==> src/rtl/sprite_lane_renderer.sv <==
// Multi-lane moving-sprite pixel generator: per-lane solid rectangles advanced once per frame,
// hit-tested against the VGA scan position with one cycle of output latency.
module sprite_lane_renderer #(
  parameter int unsigned NUM_LANES  = 3,
  parameter int unsigned COORD_W    = 16,
  parameter int unsigned SPEED_W    = 4,
  parameter int unsigned SPRITE_W   = 25,
  parameter int unsigned SPRITE_H   = 25,
  parameter int unsigned H_ACTIVE   = 800,
  parameter int unsigned V_ACTIVE   = 600,
  parameter int unsigned LANE_Y0    = 100,
  parameter int unsigned LANE_PITCH = 200,
  parameter logic [NUM_LANES*12-1:0] LANE_RGB = {NUM_LANES{12'h0F0}},
  parameter logic [11:0] BG_RGB = 12'h000
) (
  input  logic                           clk,
  input  logic                           rst_n,
  input  logic                           vga_vs,
  input  logic [COORD_W-1:0]             xcount,
  input  logic [COORD_W-1:0]             ycount,
  input  logic [NUM_LANES-1:0]           lane_en,
  input  logic [NUM_LANES*SPEED_W-1:0]   lane_speed,
  output logic [3:0]                     vga_r,
  output logic [3:0]                     vga_g,
  output logic [3:0]                     vga_b,
  output logic                           hit,
  output logic                           frame_tick
);

  localparam int unsigned SW = COORD_W + 1;

  logic               vs_q, vs_d;
  logic               arm_q, arm_d;
  logic               frame_tick_q, frame_tick_d;
  logic               hit_q, hit_d;
  logic [11:0]        rgb_q, rgb_d;
  logic [COORD_W-1:0] head_q [NUM_LANES];
  logic [COORD_W-1:0] head_d [NUM_LANES];

  logic [SW-1:0]      sum, right, x_ext;
  logic               blank, found, y_in;
  int unsigned        top;

  always_comb begin
    vs_d  = vga_vs;
    arm_d = 1'b1;
    // arm_q blocks the first sampled cycle after reset, so a vga_vs already
    // low at release is not mistaken for a falling edge against vs_q=1.
    frame_tick_d = arm_q & vs_q & ~vga_vs;

    sum = '0;
    for (int unsigned i = 0; i < NUM_LANES; i++) begin
      head_d[i] = head_q[i];
      sum = {1'b0, head_q[i]} + SW'(lane_speed[i*SPEED_W +: SPEED_W]);
      if (frame_tick_q && lane_en[i]) begin
        head_d[i] = (sum >= SW'(H_ACTIVE)) ? COORD_W'(sum - SW'(H_ACTIVE))
                                            : sum[COORD_W-1:0];
      end
    end

    x_ext = {1'b0, xcount};
    blank = (xcount >= COORD_W'(H_ACTIVE)) || (ycount >= COORD_W'(V_ACTIVE));
    found = 1'b0;
    hit_d = 1'b0;
    rgb_d = blank ? '0 : BG_RGB;
    right = '0;
    top   = 0;
    y_in  = 1'b0;
    // Ascending scan with a found flag gives the lowest-index lane priority.
    for (int unsigned i = 0; i < NUM_LANES; i++) begin
      right = {1'b0, head_q[i]} + SW'(SPRITE_W - 1);
      top   = LANE_Y0 + i * LANE_PITCH;
      y_in  = (32'(ycount) >= top) && (32'(ycount) <= top + SPRITE_H - 1);
      if (!found && !blank && lane_en[i] && y_in &&
          (x_ext >= {1'b0, head_q[i]}) && (x_ext <= right)) begin
        found = 1'b1;
        hit_d = 1'b1;
        rgb_d = LANE_RGB[i*12 +: 12];
      end
    end
  end

  always_ff @(posedge clk or negedge rst_n) begin
    if (!rst_n) begin
      vs_q         <= 1'b1;
      arm_q        <= 1'b0;
      frame_tick_q <= 1'b0;
      hit_q        <= 1'b0;
      rgb_q        <= '0;
      for (int unsigned i = 0; i < NUM_LANES; i++) head_q[i] <= '0;
    end else begin
      vs_q         <= vs_d;
      arm_q        <= arm_d;
      frame_tick_q <= frame_tick_d;
      hit_q        <= hit_d;
      rgb_q        <= rgb_d;
      for (int unsigned i = 0; i < NUM_LANES; i++) head_q[i] <= head_d[i];
    end
  end

  assign vga_r      = rgb_q[11:8];
  assign vga_g      = rgb_q[7:4];
  assign vga_b      = rgb_q[3:0];
  assign hit        = hit_q;
  assign frame_tick = frame_tick_q;

endmodule
==> config.mk <==
export PLATFORM = sky130hd
export DESIGN_NAME = sprite_lane_renderer
export DESIGN_NICKNAME = d
export VERILOG_FILES = /design/src/rtl/sprite_lane_renderer.sv
export SDC_FILE = /design/constraint.sdc
export NUM_CORES = 1
export LEC_CHECK = 0
export ABC_AREA = 1
export BUFFER_PORTS_ARGS = -buffer_cell sky130_fd_sc_hd__buf_2
export CAP_MARGIN = 20
export CORE_UTILIZATION = 34
export DETAILED_ROUTE_END_ITERATION = 10
export PLACE_DENSITY_LB_ADDON = 0.15
export SYNTH_ARGS = -nofsm -noshare
export SYNTH_HDL_FRONTEND = slang
export SYNTH_SLANG_ARGS = --single-unit
==> constraint.sdc <==
create_clock -name clk -period 3.2 [get_ports clk]
set_input_delay 0.32 -clock clk [delete_from_list [all_inputs] [get_ports clk]]
set_output_delay 0.32 -clock clk [all_outputs]
set_load 0.005 [all_outputs]
==> Word-level counts from Yosys, hierarchy flattened <==
Cells that the tools add are included.
{ "classes": {"magnitude_cmp": 17, "reduce_logical": 24, "addsub": 9, "n_mux": 9, "n_bitwise": 3} }
{ "ops": {"columns": ["cell", "n"], "rows": [
  ["adder 16 x 4 -> 17 bit", 3],
  ["adder 16 x 5 -> 17 bit (second input constant)", 3],
  ["greater-or-equal comparator 17 x 10 -> 1 bit (second input constant)", 3],
  ["less-or-equal comparator 16 x 17 -> 1 bit", 3],
  ["greater-or-equal comparator 16 bit", 3],
  ["two-way mux 16 bit", 3],
  ["subtractor 16 x 10 -> 16 bit (second input constant)", 3],
  ["greater-or-equal comparator 16 x 10 -> 1 bit (second input constant)", 2],
  ["greater-or-equal comparator 16 x 9 -> 1 bit (second input constant)", 2],
  ["two-way mux 12 bit", 2],
  ["logical AND 1 bit", 20],
  ["greater-or-equal comparator 16 x 7 -> 1 bit (second input constant)", 1],
  ["less-or-equal comparator 16 x 10 -> 1 bit (second input constant)", 1],
  ["less-or-equal comparator 16 x 7 -> 1 bit (second input constant)", 1],
  ["less-or-equal comparator 16 x 9 -> 1 bit (second input constant)", 1],
  ["two-way mux 8 bit", 1],
  ["logical NOT 1 bit", 3],
  ["two-way mux 1 bit", 3],
  ["AND 1 bit", 2],
  ["logical OR 1 bit", 1],
  ["inverter 1 bit", 1]
]} }
{ "word_totals": {"wordCells": 70, "regBits": 64} }

==> Logic depth before layout (Yosys ltp) <==
Gate-level depths: netlist of run 1.
{ "depth": {"ltp_word": 22, "ltp_mapped": 23, "ltp_nobuf": 21} }

==> Worst setup path before layout of run 1 <==
Ideal clock, no wire load.
{ "synth_timing": {"path_kind": "register -> register", "startpoint": "register head_q[32] in the netlist's numbering", "endpoint": "register head_q[40] in the netlist's numbering", "period_less_slack_ns": 2.692, "required_time_ns": 3.083, "stages_incl_launch_ff": 20, "setup_slack_ns": 0.508, "arrival_time_ns": 2.575, "path_cell_list": "dfrtp_1 ha_1 inv_1 fa_1 inv_1 nand3_1 nand2_2 nand2_1 o21ai_1 ha_1 nand2_1 nand3_1 nand2_1 nor2_4 nand2_2 buf_6 nand2_1 nand2_1 nand2_1 nand2_1"} }
{ "synth_between": {"elab_chain_len": 3} }
{ "synth_rtl": {"columns": ["element", "line_no", "source"], "rows": [
  ["start, declared", "37", "logic [COORD_W-1:0] head_q [NUM_LANES];"],
  ["adder 16 x 4 -> 17 bit (*)", "54", "sum = {1'b0, head_q[i]} + SW'(lane_speed[i*SPEED_W +: SPEED_W]);"],
  ["subtractor 16 x 10 -> 16 bit / greater-or-equal comparator 17 x 10 -> 1 bit (equally long branches)", "56", "head_d[i] = (sum >= SW'(H_ACTIVE)) ? COORD_W'(sum - SW'(H_ACTIVE))"],
  ["two-way mux 16 bit (*)", "56", null]
]} }
Mark *: on every way between the ends. The rest lies on a longest branch, timed or not.
A chain may end at the register's enable or synchronous reset.

==> Final worst setup path of run 1 <==
{ "layout_timing": {"startpoint": "register head_q[32] in the netlist's numbering", "endpoint": "register head_q[42] in the netlist's numbering"} }
Same word-level chain as after synthesis.

==> results.yml, run 1 <==
sta:
  period_share_pct: 92.0
  worst_slew_pin_slew_ns: 0.867
  grt_setup_unrepaired: "no"
  hold_viol_final: 0
  fmax_mhz: 340
  tns_ns: 0
  finalSetupViolCount: 0
  slew_violations: 0
  min_period_ns: 2.94
  finClkSkew_ns: 0.00810
  max_slew_margin_pct: 40.7
drt:
  drc: 0
  drtAntennaViolNets: 0
  vias: 8223
  first_pass_iters: 5
  drt_first_iter_violations: 411
  drt-wirelength-per-cell_um: 15.2
  routed_wl_um: 25400
  vias_per_cell: 4.94
grt:
  grt_usage_pct: 21.9
  antenna_found_initial: 0
  grt_pass1_vias: 8011
  overflow: 0
  grt_max_degree: 21
  grt_pass1_wl_um: 41200
placed_design:
  dpl.hpwl_um: 21000
  place.gp.congestion: 0.888
  io_buffers: 55
  placed_area_sq_um: 8570
die:
  die_x_um: 155
  start_util_pct: 35.0
  die_area_sq_um: 24000
  die_h_um: 155
  core_area_sq_um: 22800
  rows: 55
  num_io_pins: 64
pwr:
  p_sw_share_pct: 55.2
  seq_power_share_pct: 18.4
  p_switching_w: 0.00427
  p_per_area_nw_per_um2: 875
  intPower_w: 0.00347
  p_comb_share_pct: 71.0
  ir_drop_v: 0.000332
  power.share.clock_pct: 10.6
  power_leakage_nw: 4.67
synth:
  synth_fa_ha_area_share_pct: 17.2
  ys_seq_elements: 52
  syn-instance-count: 1296
  synth_xor_area_share_pct: 5.94
  synth.mux.area_fraction_pct: 0
  synth_top_family_by_area: "simple AND/OR/NAND/NOR gates"
  synth_warnings: 0
  yosysSeqAreaShare_pct: 16.3
  synth-simple-area-share_pct: 42.6
  ys.flop_type: "dfrtp_1"
  ys_async_sr_fraction_pct: 100
  synth_compound_area_share_pct: 7.90
  syn-cell-area_sq_um: 7970
  syn_avg_cell_area_sq_um: 6.15
  synth_edf_count: 0
  ys_types: 41
cells_and_area:
  final_area_sq_um: 8840
  insertedDiodeCount: 0
  nets: 1509
  area_delta_synth_final_pct: 11.0
  fin_util_pct: 38.8
  final_common_cell: "nand2_1"
  drive_above_1_share_pct: 9.39
  final_cell_mix: "nand2_1 (407), nand3_1 (165), inv_1 (154), nor2_1 (109), ha_1 (103)"
critical_path:
  cp-endpoint: "head_q[42]"
  critPathKind: "reg -> reg"
  endpoint_kind: "flop"
  r2r-end: "head_q[42]"
  worstPathRequired_ns: 3.38
  cp_max_fo: 11
  startpoint_type: "flop"
  cp-startpoint: "head_q[32]"
  r2r_setup_slack_ns: 0.26
  rr_worst_depth: 16
  reg2reg_from: "head_q[32]"
  arrival_ns: 3.12
clocking:
  htree_levels: 2
  numCtsBuffers: 5
  path_clk_slew_ns: 0.08
  clock_latency_ns: 0.31
  clock_sinks: 52
  clockBufferDepth: 2
  cts-root-buf: "clkbuf_16"
  cts_tree: "yes"
min_path:
  hold_path.class: "in -> async"
run:
  drv_cap: 0
outcome:
  status: "finished clean"
sequential cells by signal, indices dropped and copies added, names as in the netlist:
signal      flops
vs_q            1
rgb_q           1
arm_q           1
head_q         48
frame_tick      1
synthesized netlist by cell type, drive strengths merged (12+ instances only):
library cell	number	share of area, %
nor3	12	0.82
nor2	125	7.0
a21oi	50	3.1
o21ai	51	3.2
xor2	49	5.4
ha	105	16
inv	161	7.6
dfrtp	51	16
buf	20	1.8
nand4	30	2.4
nand3	170	11
nand2	422	20
worst min path at each step:
stage                      end  depth (start not counted)  slack, ns
floorplan                arm_q                          0       0.02
global placement    head_q[33]                          1       0.36
detailed placement  head_q[35]                          1       0.35
CTS                 head_q[36]                          1       0.02
global route        head_q[36]                          1       0.04
finish              head_q[35]                          1      0.004
metrics by stage:
stage          setup slack [ns]  cells  hold slack (ns)  total power (W)
2_1_floorplan             0.508   1303           0.0244          0.00545
3_3_place_gp              0.270   1654            0.359          0.00684
3_5_place_dp              0.226   1654            0.354          0.00683
4_1_cts                   0.225   1662           0.0182          0.00769
5_1_grt                 0.00397   1665           0.0361          0.00867
6_report                  0.257   1665          0.00380          0.00774
power by group through the flow:
| stage | Combinational [W] | Clock, W | Sequential (W) |
|---|---|---|---|
| global placement | 0.00540 | 0 | 0.00144 |
| detailed placement | 0.00539 | 0 | 0.00143 |
| floorplan | 0.00424 | 0 | 0.00121 |
| global route | 0.00634 | 0.000860 | 0.00148 |
| finish | 0.00549 | 0.000818 | 0.00142 |
| CTS | 0.00543 | 0.000836 | 0.00142 |
cell type report:
type / count / area (sq um)
inverter: 163 / 612
timing repair buffer: 69 / 380
clock inverter: 3 / 90.1
fill: 2507 / 13900
clock buffer: 5 / 125
multi-input combinational: 1060 / 5940
tap: 313 / 392
sequential: 52 / 1300
kinds of logic after synthesis:
group	count (synthesis)
adders and majority gates	108
and+or+nand+nor	772
other	2
AOI/OAI and AO/OA	117
DFF	52
buffers and inverters	191
xor gates and xnor gates	54
worst max-delay path: stages, from the launching register on:
cell and delay [ns]:
dfrtp_1 0.38, ha_1 0.22, inv_1 0.07, fa_1 0.39
inv_1 0.10, nand3_1 0.11, nand2_2 0.18, nand2_1 0.09
o21ai_1 0.21, ha_1 0.22, nand2_1 0.08, nand3_1 0.11
nand2_1 0.13, nor2_4 0.17, nand2_4 0.13, nand3_1 0.12
o21ai_0 0.09
layer usage:
metal	track usage (%)	share of wire, %	vias to the layer above
li1	-	-	4324
met1	28.4	47	3722
met2	38.7	48	157
met3	2.28	3.7	20
met4	5.33	1.7	0
met5	0	0	-
what timing repair did:
item                                    in CTS  in global routing
endpoints found under the setup margin       0                 19
buffers inserted                             0                  3
gates resized for setup                      0                  6
hold buffers                                 0                  0
(Power assumes the default switching activity.)
==> inputs of run 2 (changes only) <==
- RECOVER_POWER: not set -> 25
==> results.yml, run 2 (synthesis results as in run 1) <==
sta:
  hold_viol_final: 0
  max_slew_margin_pct: 6.81
  fmax_mhz: 340
  finClkSkew_ns: 0.00809
  worst_slew_pin_slew_ns: 1.40
  period_share_pct: 92.0
  slew_violations: 0
  grt_setup_unrepaired: "no"
  hold_slack_ns: 0.107
  tns_ns: 0
  finalSetupViolCount: 0
  min_period_ns: 2.94
cells_and_area:
  num-fill-cells: 2510
  seq_area_sq_um: 1300
  area_delta_synth_final_pct: 10.9
  insertedDiodeCount: 0
  multiInputGateArea_sq_um: 5940
  drive_above_1_share_pct: 9.17
  final_area_sq_um: 8830
  final_common_cell: "nand2_1"
  final_cell_mix: "nand2_1 (407), nand3_1 (165), inv_1 (154), nor2_1 (109), ha_1 (103)"
  nets: 1509
  largest_reg_flops: 48
  regMostFlops: "head_q"
  fin_util_pct: 38.8
grt:
  grt_usage_pct: 21.9
  antenna_found_initial: 0
  grt_pass1_vias: 8011
  grt_pass1_wl_um: 41200
  grt_max_degree: 21
  overflow: 0
run:
  drv_cap: 0
critical_path:
  crit_family: "simple AND/OR/NAND/NOR gates"
  worstPathRequired_ns: 3.38
  cp_num_buf_inv: 2
  cp_max_fo: 11
  critPathKind: "reg -> reg"
  crit_slowest_cell: "fa_1"
  startpoint_type: "flop"
  slowest_delay_ns: 0.39
  crit_chain: "ha_1 -> inv_1 -> fa_1 -> inv_1 -> nand3_1 -> nand2_2 -> nand2_1 -> o21ai_1 -> ha_1 -> nand2_1 -> nand3_1 -> nand2_1 -> nor2_4 -> nand2_4 -> nand3_1 -> o21ai_0"
  arrival_ns: 3.12
  endpoint_kind: "flop"
  r2r_setup_slack_ns: 0.26
drt:
  drtAntennaViolNets: 0
  drt_first_iter_violations: 411
  first_pass_iters: 5
  drt-wirelength-per-cell_um: 15.3
  routed_wl_um: 25400
  vias: 8213
  vias_per_cell: 4.93
  drc: 0
die:
  start_util_pct: 35.0
  rows: 55
  num_io_pins: 64
  die_x_um: 155
  core_area_sq_um: 22800
  die_h_um: 155
  die_area_sq_um: 24000
pwr:
  power.share.clock_pct: 10.6
  p_comb_share_pct: 71.0
  p_sw_share_pct: 55.2
  p_switching_w: 0.00427
  ir_drop_v: 0.000332
  intPower_w: 0.00347
  power_w: 0.00774
  seq_power_share_pct: 18.4
  p_per_area_nw_per_um2: 876
  power_leakage_nw: 4.66
clocking:
  cts_hold_buf: 0
  htree_levels: 2
  path_clk_slew_ns: 0.08
  clock_sinks: 52
  clock_latency_ns: 0.31
  clockBufferDepth: 2
  cts-root-buf: "clkbuf_16"
  numCtsBuffers: 5
  cts_tree: "yes"
outcome:
  status: "finished clean"
placed_design:
  io_buffers: 55
  place.gp.congestion: 0.888
  dpl.hpwl_um: 21000
  placed_area_sq_um: 8570
min_path:
  hold_path.class: "in -> reg"
## run 2: per-layer routing
layer,vias up,part of all wire [%],track usage (%)
met1,3723,47,28.4
met5,-,0,0
met4,0,1.7,5.33
met3,20,3.4,2.28
met2,146,48,38.7
li1,4324,-,-
## run 2: area by class of cell
cell class                 instances  area share [%]
clock buffer                       5            1.42
clock inverter                     3            1.02
tap                              313            4.43
sequential                        52            14.7
inverter                         163            6.93
timing repair buffer              69            4.23
multi-input combinational       1060            67.2
## run 2: per-stage QoR
| stage | std cells | setup WS [ns] |
|---|---|---|
| final | 1665 | 0.257 |
| after global routing | 1665 | 0.00397 |
| after CTS | 1662 | 0.225 |
| after detailed placement | 1654 | 0.226 |
| after global placement | 1654 | 0.270 |
| after floorplan | 1303 | 0.508 |
## run 2: worst paths after layout
kind,start,endpoint,depth (start not counted)
hold reg to reg,vs_q,frame_tick,2
max in group asynchronous,rst_n,head_q[16],2
min in group asynchronous,rst_n,head_q[35],1
setup / recovery,head_q[32],head_q[42],16
hold / removal,vga_vs,vs_q,1
setup reg to reg,head_q[32],head_q[42],16
## run 2: power by group through the flow
stage	Sequential, W	Combinational (W)	Clock, W
3_5_place_dp	0.00143	0.00539	0
5_1_grt	0.00148	0.00633	0.000860
4_1_cts	0.00142	0.00543	0.000836
6_report	0.00143	0.00549	0.000818
2_1_floorplan	0.00121	0.00424	0
3_3_place_gp	0.00144	0.00540	0
## run 2: timing repair
action / 4_1_cts / 5_1_grt
resized for setup: 0 / 6
setup buffers: 0 / 3
setup endpoints to repair: 0 / 19
## run 2: worst reg2reg max path, stage by stage, from the launching register on
cell	delay, ns
dfrtp_1	0.38
ha_1	0.22
inv_1	0.07
fa_1	0.39
inv_1	0.10
nand3_1	0.11
nand2_2	0.18
nand2_1	0.09
o21ai_1	0.21
ha_1	0.22
nand2_1	0.08
nand3_1	0.11
nand2_1	0.13
nor2_4	0.17
nand2_4	0.13
nand3_1	0.12
o21ai_0	0.09
